===== src/rtl/hazard_unit.sv =====
// -----------------------------------------------------------------------------
// hazard_unit
//
// Pipeline hazard controller for the 5-stage core. It sits beside the ID/EX
// and EX/MEM registers and resolves the hazards that operand forwarding cannot
// cover. In priority order these are:
//   1. data-memory wait states
//   2. multi-cycle MDU operations
//   3. taken-branch redirects
//   4. load-use dependencies
//
// Optional build macro:
//   HAZARD_PERF_EN - adds saturating stall/flush performance counters.
//                    Without it, both counter outputs are tied to zero.
//
// Parameters:
//   CNT_W - performance counter width
//
// Ports:
//   clk_i, rst_ni          clock, asynchronous active-low reset
//   id_rs1_addr_i/_rs2_    source register addresses of the ID instruction
//   id_uses_rs1_i/_rs2_    ID instruction actually reads rs1 / rs2
//   ex_rd_i                destination register of the EX instruction
//   ex_mem_read_i          EX instruction is a load
//   ex_branch_taken_i      EX resolved a taken branch/jump
//   ex_mdu_start_i         one-cycle pulse: MDU op issued in EX
//   mdu_done_i             one-cycle pulse: MDU result valid
//   dmem_wait_i            data memory not ready this cycle
//   *_stall_o / *_flush_o  hold / clear enables for PC, IF/ID, ID/EX, EX/MEM
//   mdu_busy_o             waiting on an MDU result
//   stall_cycles_o         cycles with PC held (perf build only)
//   flush_count_o          cycles with any flush (perf build only)
// -----------------------------------------------------------------------------
module hazard_unit #(
   parameter int CNT_W = 32
) (
   input  logic             clk_i,
   input  logic             rst_ni,
   input  logic [4:0]       id_rs1_addr_i,
   input  logic [4:0]       id_rs2_addr_i,
   input  logic             id_uses_rs1_i,
   input  logic             id_uses_rs2_i,
   input  logic [4:0]       ex_rd_i,
   input  logic             ex_mem_read_i,
   input  logic             ex_branch_taken_i,
   input  logic             ex_mdu_start_i,
   input  logic             mdu_done_i,
   input  logic             dmem_wait_i,
   output logic             pc_stall_o,
   output logic             if_id_stall_o,
   output logic             if_id_flush_o,
   output logic             id_ex_stall_o,
   output logic             id_ex_flush_o,
   output logic             ex_mem_stall_o,
   output logic             ex_mem_flush_o,
   output logic             mdu_busy_o,
   output logic [CNT_W-1:0] stall_cycles_o,
   output logic [CNT_W-1:0] flush_count_o
);

   typedef enum logic [0:0] {
      S_RUN      = 1'b0,
      S_MDU_WAIT = 1'b1
   } state_t;

   state_t r_state;
   state_t w_state_nxt;
   logic   r_done_seen;
   logic   w_done_seen_nxt;
   logic   w_done_any;
   logic   w_mdu_busy;
   logic   w_mdu_wait_eff;
   logic   w_load_use;

   // A done pulse that arrives during a memory freeze is remembered in
   // done_seen, so the FSM can leave MDU_WAIT once memory is ready again.
   assign w_done_any     = mdu_done_i | r_done_seen;
   assign w_mdu_busy     = (r_state == S_MDU_WAIT) & ~w_done_any;
   // The issue cycle of the MDU op stalls too, before the FSM has moved.
   assign w_mdu_wait_eff = ex_mdu_start_i | w_mdu_busy;

   // Writes to x0 never create a dependency.
   assign w_load_use = ex_mem_read_i & (ex_rd_i != 5'd0) &
                       ((id_uses_rs1_i & (ex_rd_i == id_rs1_addr_i)) |
                        (id_uses_rs2_i & (ex_rd_i == id_rs2_addr_i)));

   always_ff @(posedge clk_i or negedge rst_ni) begin
      if (!rst_ni) begin
         r_state     <= S_RUN;
         r_done_seen <= 1'b0;
      end else begin
         r_state     <= w_state_nxt;
         r_done_seen <= w_done_seen_nxt;
      end
   end

   always_comb begin
      w_state_nxt     = r_state;
      w_done_seen_nxt = r_done_seen;
      case (r_state)
         S_RUN: begin
            // A done pulse seen in RUN is ignored.
            if (ex_mdu_start_i) begin
               w_state_nxt = S_MDU_WAIT;
            end
         end
         S_MDU_WAIT: begin
            if (w_done_any && !dmem_wait_i) begin
               w_state_nxt     = S_RUN;
               w_done_seen_nxt = 1'b0;
            end else if (mdu_done_i && dmem_wait_i) begin
               w_done_seen_nxt = 1'b1;
            end
         end
      endcase
   end

   // Exactly one case applies per cycle. Outputs are forced low while reset
   // is asserted.
   always_comb begin
      pc_stall_o     = 1'b0;
      if_id_stall_o  = 1'b0;
      if_id_flush_o  = 1'b0;
      id_ex_stall_o  = 1'b0;
      id_ex_flush_o  = 1'b0;
      ex_mem_stall_o = 1'b0;
      ex_mem_flush_o = 1'b0;
      mdu_busy_o     = rst_ni & w_mdu_busy;
      if (rst_ni) begin
         if (dmem_wait_i) begin
            pc_stall_o     = 1'b1;
            if_id_stall_o  = 1'b1;
            id_ex_stall_o  = 1'b1;
            ex_mem_stall_o = 1'b1;
         end else if (w_mdu_wait_eff) begin
            // Freeze the front of the pipe and feed bubbles into MEM.
            pc_stall_o     = 1'b1;
            if_id_stall_o  = 1'b1;
            id_ex_stall_o  = 1'b1;
            ex_mem_flush_o = 1'b1;
         end else if (ex_branch_taken_i) begin
            // Squashing the consumer also removes any load-use dependency.
            if_id_flush_o  = 1'b1;
            id_ex_flush_o  = 1'b1;
         end else if (w_load_use) begin
            // One bubble is enough; forwarding from MEM covers the rest.
            pc_stall_o     = 1'b1;
            if_id_stall_o  = 1'b1;
            id_ex_flush_o  = 1'b1;
         end
      end
   end

`ifdef HAZARD_PERF_EN
   logic [CNT_W-1:0] r_stall_cnt;
   logic [CNT_W-1:0] r_flush_cnt;
   logic             w_flush_any;

   assign w_flush_any = if_id_flush_o | id_ex_flush_o | ex_mem_flush_o;

   // Both counters saturate at all-ones and do not wrap.
   always_ff @(posedge clk_i or negedge rst_ni) begin
      if (!rst_ni) begin
         r_stall_cnt <= '0;
         r_flush_cnt <= '0;
      end else begin
         if (pc_stall_o && (r_stall_cnt != '1)) begin
            r_stall_cnt <= r_stall_cnt + CNT_W'(1);
         end
         if (w_flush_any && (r_flush_cnt != '1)) begin
            r_flush_cnt <= r_flush_cnt + CNT_W'(1);
         end
      end
   end

   assign stall_cycles_o = r_stall_cnt;
   assign flush_count_o  = r_flush_cnt;
`else
   assign stall_cycles_o = '0;
   assign flush_count_o  = '0;
`endif

endmodule


===== config.mk =====
export PLATFORM = sky130hd
export DESIGN_NAME = hazard_unit
export DESIGN_NICKNAME = d
export VERILOG_FILES = /design/src/rtl/hazard_unit.sv
export SDC_FILE = /design/constraint.sdc
export NUM_CORES = 1
export LEC_CHECK = 0
export ABC_CLOCK_PERIOD_IN_PS = 3080
export BUFFER_PORTS_ARGS = -buffer_cell sky130_fd_sc_hd__buf_4
export CORE_UTILIZATION = 35
export DETAILED_ROUTE_END_ITERATION = 10
export PLACE_DENSITY_LB_ADDON = 0.15
export SETUP_SLACK_MARGIN = 0.05
export SYNTH_ARGS = -nofsm -noshare
export SYNTH_HDL_FRONTEND = slang
export SYNTH_SLANG_ARGS = --single-unit

===== constraint.sdc =====
create_clock -name clk_i -period 3.08 [get_ports clk_i]
set_input_delay 0.154 -clock clk_i [delete_from_list [all_inputs] [get_ports clk_i]]
set_output_delay 0.154 -clock clk_i [all_outputs]
set_load 0.05 [all_outputs]

==> results of run 1 <==
-- registers in the layout (all words and copies together), names as in the netlist --
name         cells
r_done_seen      1
r_state          1
-- logic make-up after synthesis --
kind of cell | after synthesis | share of synthesized area
AO/OA/AOI/OAI | 10 | 0.0896
buffers and inverters | 69 | 0.643
XOR/XNOR | 10 | 0.112
flip-flops | 2 | 0.0640
other | 1 | 0.00480
AND/OR/NAND/NOR | 13 | 0.0864
-- tightest hold or removal path, delay by kind of cell --
kind / cells / cell delay (ps)
buffers and inverters: 1 / 90
AOI/OAI and AO/OA: 1 / 110
and+or+nand+nor: 1 / 40
-- power groups by stage --
stage	combinational (W)	sequential, W	clock (W)
2_1_floorplan	0.000287	0.0000383	0
3_5_place_dp	0.000265	0.0000398	0
6_report	0.000268	0.0000403	0.0000585
4_1_cts	0.000267	0.0000395	0.0000628
5_1_grt	0.000279	0.0000408	0.0000673
3_3_place_gp	0.000265	0.0000395	0
-- layer usage --
metal	share of wire	up-vias	GRT usage
li1	-	271	-
met1	0.39	237	0.120
met2	0.47	57	0.153
met3	0.14	0	0.0249
met4	0	0	0.0588
met5	0	-	0
-- worst max-delay path by stage --
stage                                to  slack, ps   startpoint
final                     id_ex_flush_o       1160       rst_ni
after global routing      id_ex_flush_o       1030       rst_ni
after CTS                 id_ex_flush_o       1140       rst_ni
after detailed placement  if_id_stall_o       1530   ex_rd_i[1]
after global placement       pc_stall_o       1560   ex_rd_i[1]
after floorplan              pc_stall_o        570  r_done_seen
-- placed cells by master (no fill, tap or decap) --
cell type	synthesis	final
conb_1	1	64
buf_4	65	31
xor2_1	8	8
nor2_1	5	5
a21oi_1	5	5
inv_1	4	4
clkbuf_4	0	3
nor4_1	2	2
xnor2_1	2	2
dfrtp_1	2	2
and3_1	1	1
nand2b_1	1	1
a211oi_1	1	1
and2_0	1	1
a32oi_1	1	1
or4_1	1	1
o21ai_2	1	1
nand2_1	1	1
o31ai_2	1	1
or3_1	1	1
o21bai_1	1	1
dlygate4sd3_1	0	1
-- area by class of cell --
class	instances	share of cell area
inverters	4	0.0181
well taps	27	0.0407
flip-flops and latches	2	0.0603
repair buffers	32	0.293
multi-input cells	97	0.561
clock buffers	3	0.0271
-- metrics by stage --
step	util	hold WS [ps]	setup WS, ps	power, W	instance area [sq um]
floorplan	-	-142	571	0.000325	1020
global placement	0.394	-47.8	1560	0.000305	797
detailed placement	0.394	-49.2	1530	0.000305	797
CTS	0.410	199	1140	0.000369	830
global route	0.410	231	1030	0.000387	830
finish	0.410	215	1160	0.000366	830
==> results.json, run 1 <==
{
  "via_count": 565,
  "reg2reg_to": "r_state",
  "num_io_pins": 96,
  "cpMaxStageDelayCell": "dlygate4sd3_1",
  "cts_hold_buf": 1,
  "fp-row-count": 16,
  "dp_hpwl_mm": 1.16,
  "postCtsResizedCells": 0,
  "holdPathEnd": "r_state",
  "gr-total-overflow": 0,
  "grt_pass1_vias": 441,
  "p_sw_w": 0.000247,
  "cts_buffer_depth": 2,
  "swShare": 0.674,
  "cts_sinks": 2,
  "viasPerCell": 3.42,
  "comb_power_share": 0.730,
  "postCtsSetupBuffers": 0,
  "n_fill_cell": 224,
  "crit_cells": 7,
  "clk_latency_ps": 220,
  "syn_area_per_cell_sq_um": 7.45,
  "drive_above_1_share": 0.261,
  "synth_top_cell_by_area": "buf_4",
  "power_density_mw_per_mm2": 442,
  "required_ps": 2930,
  "r2r_setup_slack_ps": 2220,
  "routedWlPerCell_um": 8.19,
  "cp_common_cell": "buf_4",
  "critPathMaxStageDelay_ps": 530,
  "final_cells": 165,
  "pwr-share-seq": 0.110,
  "async_reset_ff_frac": 1.00,
  "htreeDepth": 1,
  "die-width_um": 49.3,
  "slew_viol_final": 0,
  "gp_congestion": 0.707,
  "synth.most_common_cell": "buf_4",
  "period_needed_ps": 1920,
  "min-delay-start": "ex_mdu_start_i",
  "diodes": 0,
  "nets": 164,
  "hold_depth": 3,
  "synth_area_leaders": "buf_4 62%, xor2_1 9.0%, dfrtp_1 6.4%, a21oi_1 3.2%, nor2_1 2.4%",
  "dpl.cell_count": 161,
  "min_path_type": "input pin to flop",
  "synth-main-ff-cell": "dfrtp_1",
  "drt_pass1_iterations": 1,
  "critPathBufInv": 4,
  "reg2reg_depth": 3,
  "grt_pass1_wl_mm": 1.83,
  "ir_drop_v": 0.000230,
  "setup_violations": 0,
  "cp-start-kind": "input pin",
  "clock_power_share": 0.160,
  "grt_usage": 0.0983,
  "cp-end-kind": "primary output",
  "wirelength_mm": 1.35,
  "ant_nets": 0,
  "synth_cells": 105,
  "crit_chain": "dlygate4sd3_1, buf_4, nand2b_1, a211oi_1, inv_1, o31ai_2, buf_4",
  "multiInputGateArea_sq_um": 465,
  "path_delay_family": "buffers and inverters",
  "seqCellArea_sq_um": 50.0,
  "status": "finished clean",
  "core_sq_mm": 0.00202,
  "ys_warn_count": 0,
  "cts_buffers": 3,
  "ys_seq_area_frac": 0.0640,
  "skew_ps": 1.18,
  "cellLeakagePower_nw": 0.500,
  "synth_edf_count": 0,
  "min_period_over_period": 0.624,
  "yosys-top-cells-count": "65 x buf_4, 8 x xor2_1, 5 x a21oi_1, 5 x nor2_1, 4 x inv_1",
  "cts_tree": "done",
  "antenna_found_initial": 0,
  "rsz0062_at_grt": "false",
  "start_util": 0.387,
  "drt_iter0_markers": 0,
  "port_buffers": 31,
  "timing.fmax_mhz": 520,
  "synth.top_cell.area_share": 0.624,
  "cp_max_fo": 5,
  "clk_pin_slew_ps": 30,
  "syn_area_sq_um": 782,
  "die_height_um": 49.3,
  "grt_start_max_net_pins": 8,
  "maxCapViolCount": 0,
  "synth_seq_cells": 2,
  "ys_types": 20,
  "arrival_ps": 1770,
  "area_growth_pct": 6.08,
  "dieArea_sq_mm": 0.00243,
  "route.detailed.drc": 0,
  "path_class": "input pin to primary output",
  "cts-root-buf": "clkbuf_4",
  "r2r_start": "r_done_seen",
  "tns_ps": 0,
  "internal_power_w": 0.000120,
  "final_hold_viol_count": 0
}
Note: power is estimated with default switching activity, not from simulation.
==> run 2: changes to the inputs <==
- ABC_AREA: not set -> 1
- ABC_CLOCK_PERIOD_IN_PS: 3080 -> 1870
- CORE_UTILIZATION: 35 -> 34
- clock period: 3.08 -> 1.87 ns (I/O delays scaled with it)
==> run 2 against run 1 <==
Effect of this change:
- critical endpoint is now pc_stall_o
- global-route usage is 1.1 points lower
- largest power group unchanged
- critical path type is now flop to primary output
- largest cell class unchanged
- synthesized cell count is 43% higher
- clock skew is 1.9 ps higher
- sequential power is 75% higher
- clock power is 59% higher
- worst setup slack worse by 720 ps
- sequential cell count stayed put
- clock-buffer cell count stayed put
- total power is 77% higher
- worst hold slack worse by 8.9 ps
- non-clock buffer count stayed put
- highest routed layer unchanged
==> results.json, run 2 <==
{
  "syn_area_sq_um": 862,
  "postCtsSetupBuffers": 0,
  "maxCapViolCount": 0,
  "timing.fmax_mhz": 698,
  "cts_buffer_depth": 2,
  "period_needed_ps": 1430,
  "skew_ps": 3.08,
  "critPathMaxStageDelay_ps": 360,
  "synth.most_common_cell": "buf_4",
  "die-width_um": 52.4,
  "synth_top_cell_by_area": "buf_4",
  "yosys-top-cells-count": "65 x buf_4, 37 x nand2_1, 17 x inv_1, 17 x nor2_1",
  "routedWlPerCell_um": 6.00,
  "slew_viol_final": 0,
  "min_path_type": "input pin to flop",
  "power_density_mw_per_mm2": 710,
  "cellLeakagePower_nw": 0.658,
  "synth_top_family_by_area": "buffers and inverters",
  "grt_start_max_net_pins": 8,
  "arrival_ps": 1340,
  "status": "finished clean",
  "setup_violations": 0,
  "final_cell_mix": "64 x conb_1, 37 x nand2_1, 31 x buf_4",
  "drt_iter0_markers": 8,
  "fp-row-count": 17,
  "diodes": 0,
  "dpl.cell_count": 207,
  "grt_usage": 0.0872,
  "core_sq_mm": 0.00230,
  "min_period_over_period": 0.766,
  "synth_area_leaders": "buf_4 57%, nand2_1 16%, inv_1 7.4%, nor2_1 7.4%, dfrtp_1 5.8%",
  "yosys.area_share.simple": 0.258,
  "critPathBufInv": 1,
  "synth_cells": 150,
  "met1_usage": 0.106,
  "via_count": 708,
  "clk_pin_slew_ps": 30,
  "crit_chain": "nor2_1, nand2_1, nand2_1, nand2_1, nand2_1, o21bai_2, buf_4",
  "cts_hold_buf": 1,
  "route.detailed.drc": 0,
  "path_delay_family": "simple AND/OR/NAND/NOR gates",
  "cp-end-kind": "primary output",
  "grt_pass1_wl_mm": 1.82,
  "tns_ps": 0,
  "gr-total-overflow": 0,
  "synth_xor_area_frac": 0,
  "dieArea_sq_mm": 0.00274,
  "required_ps": 1780,
  "drive_above_1_share": 0.208,
  "mostFrequentLayoutCell": "conb_1",
  "die_height_um": 52.4,
  "port_buffers": 31,
  "synth_edf_count": 0,
  "drt_pass1_iterations": 4,
  "grtUsageMet2": 0.152,
  "area_growth_pct": 6.10,
  "synth-main-ff-cell": "dfrtp_1",
  "busiest_layer": "met2",
  "ys_seq_area_frac": 0.0581,
  "antenna_found_initial": 0,
  "final_hold_viol_count": 0,
  "reg.largest.list": "r_done_seen: 1 flops, r_state: 1 flops",
  "clk_latency_ps": 220,
  "cp-start-kind": "flop",
  "synth_compound_area_frac": 0.0261,
  "holdWs_ps": 206,
  "ys_warn_count": 0,
  "wirelength_mm": 1.27,
  "cts_buffers": 3,
  "start_util": 0.375,
  "grt_pass1_vias": 523,
  "cp_common_cell": "nand2_1",
  "ir_drop_v": 0.000339,
  "dp_hpwl_mm": 1.19,
  "yosys.area_share.adder": 0,
  "syn_area_per_cell_sq_um": 5.75,
  "path_class": "flop to primary output",
  "final_cells": 211,
  "synth_mux_area_frac": 0,
  "synth.top_cell.area_share": 0.566,
  "viasPerCell": 3.36,
  "async_reset_ff_frac": 1.00,
  "cts_sinks": 2,
  "ys_types": 12,
  "grt_util_met3": 0,
  "gp_congestion": 0.660,
  "postCtsResizedCells": 0,
  "ant_nets": 0,
  "cp_max_fo": 3,
  "cts_tree": "done",
  "cts-root-buf": "clkbuf_4",
  "htreeDepth": 1,
  "num_io_pins": 96,
  "cpMaxStageDelayCell": "dfrtp_1",
  "rsz0062_at_grt": "false",
  "nets": 209,
  "synth_seq_cells": 2
}
[run 2: final cells by class]
type / count / area, sq um
Clock buffer: 3 / 22.5
Fill cell: 269 / 1380
Inverter: 20 / 75.1
Multi-Input combinational cell: 126 / 489
Sequential cell: 2 / 50.0
Tap cell: 28 / 35.0
Timing Repair Buffer: 32 / 243
[run 2: logic make-up (layout without fill, tap and decap cells)]
logic type,after synthesis,count (layout)
AO/OA/AOI/OAI,4,4
buffers and inverters,85,55
flip-flops,2,2
other,1,64
AND/OR/NAND/NOR,58,58
[run 2: power by group]
part / leakage [nW] / internal, W / switching [W]
registers: 0.0232 / 0.0000600 / 0.0000106
logic: 0.621 / 0.0000831 / 0.000403
clock network: 0.0138 / 0.0000706 / 0.0000223
total: 0.658 / 0.000214 / 0.000436
[run 2: worst reg2reg max path, cell delays in order (launching register included)]
cell	delay [ps]
dfrtp_1	370
inv_1	50
nor2_1	120
o21ai_0	110
[run 2: through the flow]
stage	cell area [sq um]	setup slack [ps]	power, W	util
floorplan	1100	71.2	0.000582	-
global placement	882	682	0.000553	0.384
detailed placement	882	662	0.000555	0.384
CTS	915	414	0.000657	0.398
global route	915	273	0.000693	0.398
finish	915	437	0.000649	0.398
[run 2: routing by layer]
metal / share of wire / wire length [um] / vias to the layer above
met5: 0 / 0 / -
met4: 0 / 0 / 0
met3: 0.13 / 159 / 0
met2: 0.49 / 618 / 57
met1: 0.39 / 488 / 276
li1: - / - / 375
[run 2: final timing paths]
path                        startpoint          end  slack [ps]  cells after the start
setup / recovery           r_done_seen   pc_stall_o         440                      7
hold / removal             dmem_wait_i  r_done_seen         210                      3
setup reg to reg               r_state      r_state        1090                      3
hold reg to reg            r_done_seen  r_done_seen         550                      2
max in group asynchronous       rst_ni      r_state        1540                      2
min in group asynchronous       rst_ni  r_done_seen         220                      2
==> run 3: changes to the inputs <==
- ABC_CLOCK_PERIOD_IN_PS: 1870 -> 1300
- CORE_UTILIZATION: 34 -> 31
- clock period: 1.87 -> 1.3 ns (I/O delays scaled with it)
==> run 3 against run 2 <==
Effect of this change:
- the run now ends with setup timing left
- wire length is 21% higher
- register-to-register slack got worse by 790 ps
- sequential cell count stayed put
- worst setup slack worse by 510 ps
- via count grew 5.2%
- clock skew decreased by 1.4 ps
- worst hold slack worse by 26 ps
- die area is 9.3% higher
- clock-buffer cell count stayed put
- global-route usage up 1.2 points
- clock power rose by 45%
- design area up 13%
- critical path type unchanged
- highest routed layer unchanged
==> results.json, run 3 (synthesis gave the netlist of run 2 again) <==
{
  "cts_sinks": 2,
  "skew_ps": 1.70,
  "critPathBufInv": 1,
  "arrival_ps": 1300,
  "num_io_pins": 96,
  "final_cell_mix": "64 x conb_1, 33 x nand2_1, 28 x buf_4",
  "drt_iter0_markers": 12,
  "die_height_um": 54.7,
  "path_class": "flop to primary output",
  "cts_buffers": 3,
  "htreeDepth": 1,
  "setup_violations": 3,
  "grt_start_max_net_pins": 7,
  "die-width_um": 54.7,
  "mostFrequentLayoutCell": "conb_1",
  "hold_depth": 3,
  "internal_power_w": 0.000389,
  "tns_ps": -191,
  "cp_max_fo": 2,
  "status": "complete, but fails checks",
  "ant_nets": 0,
  "critPathMaxStageDelay_ps": 380,
  "fp-row-count": 18,
  "via_count": 745,
  "holdPathEnd": "r_state",
  "diodes": 0,
  "reg2reg_depth": 5,
  "maxCapViolCount": 0,
  "power_density_mw_per_mm2": 1030,
  "clk_latency_ps": 220,
  "comb_power_share": 0.778,
  "grt_usage": 0.0993,
  "path_delay_family": "simple AND/OR/NAND/NOR gates",
  "min-delay-start": "ex_mdu_start_i",
  "drive_above_1_share": 0.273,
  "timing.fmax_mhz": 731,
  "cts-root-buf": "clkbuf_4",
  "routedWlPerCell_um": 7.06,
  "core_sq_mm": 0.00254,
  "start_util": 0.339,
  "port_buffers": 31,
  "r2r_start": "r_done_seen",
  "slew_viol_final": 0,
  "p_sw_w": 0.000679,
  "post-route-util": 0.407,
  "final_hold_viol_count": 0,
  "dp_hpwl_mm": 1.27,
  "layout_setup_ws_ps": -68.8,
  "cpMaxStageDelayCell": "dfrtp_1",
  "crit_chain": "nor2_2, nand2_2, nand2_4, nand2_4, nand2_4, o21bai_4, buf_8",
  "viasPerCell": 3.43,
  "min_path_type": "input pin to flop",
  "total_power_w": 0.00107,
  "antenna_found_initial": 0,
  "clk_pin_slew_ps": 30,
  "cp-start-kind": "flop",
  "period_needed_ps": 1370,
  "drt_pass1_iterations": 4,
  "clock_power_share": 0.126,
  "reg.largest.list": "r_done_seen: 1 flops, r_state: 1 flops",
  "cts_tree": "done",
  "gr-total-overflow": 0,
  "gp_congestion": 0.712,
  "nets": 213,
  "grt_pass1_vias": 562,
  "grt_pass1_wl_mm": 2.10,
  "swShare": 0.636,
  "min_period_over_period": 1.05,
  "cellLeakagePower_nw": 0.697,
  "violations": "setup timing",
  "wirelength_mm": 1.53,
  "holdWs_ps": 181,
  "rsz0062_at_grt": "true",
  "reg2reg_to": "r_state",
  "ir_drop_v": 0.000523,
  "pwr-share-seq": 0.096,
  "area_growth_pct": 20.2,
  "route.detailed.drc": 0,
  "required_ps": 1240,
  "r2r_setup_slack_ps": 300,
  "cts_buffer_depth": 2,
  "dieArea_sq_mm": 0.00300,
  "cp_common_cell": "nand2_4",
  "cp-end-kind": "primary output",
  "pre_cts_ws_ps": 68.4
}
==> run 3: power groups by stage <==
stage / sequential [W] / clock [W] / combinational [W]
floorplan: 0.000100 / 0 / 0.000748
global placement: 0.000101 / 0 / 0.000703
detailed placement: 0.000102 / 0 / 0.000710
CTS: 0.0000987 / 0.000146 / 0.000774
global route: 0.000105 / 0.000152 / 0.000880
finish: 0.000102 / 0.000135 / 0.000831
==> run 3: per-stage QoR <==
stage | std cells | instance area (sq um)
after global routing | 217 | 1040
final | 217 | 1040
after CTS | 216 | 987
after floorplan | 213 | 1120
after detailed placement | 209 | 906
after global placement | 209 | 906
==> run 3: what timing repair did <==
item,4_1_cts,5_1_grt
endpoints found under the hold margin,2,0
endpoints found under the setup margin,6,7
resized for setup,8,11
hold buffers,1,0
buffers inserted,3,1
pin swaps,3,4
==> run 3: worst max path at each step <==
stage	cells after the start	slack, ps	end	startpoint
2_1_floorplan	7	-140	pc_stall_o	r_done_seen
4_1_cts	7	-100	pc_stall_o	r_done_seen
3_3_place_gp	7	120	pc_stall_o	r_done_seen
3_5_place_dp	7	70	pc_stall_o	r_done_seen
5_1_grt	7	-120	if_id_stall_o	r_done_seen
6_report	7	-70	pc_stall_o	r_done_seen
==> run 3: cell type report <==
| class | instances | area (sq um) |
|---|---|---|
| repair buffers | 36 | 310 |
| well taps | 30 | 37.5 |
| flip-flops and latches | 2 | 50.0 |
| inverters | 20 | 75.1 |
| clock buffers | 3 | 22.5 |
| multi-input cells | 126 | 541 |
| fillers | 295 | 1510 |
==> run 3: worst register-to-register path, stage by stage, from the launching register on <==
cell     delay, ps
dfrtp_1        380
nor2_2         120
nand2_2         90
buf_4          140
buf_6          110
o21ai_0         80
==> run 3: metal layers <==
| layer | vias to the layer above | track usage | routed length (um) | part of all wire |
|---|---|---|---|---|
| met1 | 312 | 0.101 | 500 | 0.33 |
| met2 | 48 | 0.189 | 882 | 0.58 |
| met4 | 0 | 0.0513 | 0 | 0 |
| met3 | 0 | 0.0167 | 150 | 0.098 |
| li1 | 385 | - | - | - |
| met5 | - | 0 | 0 | 0 |
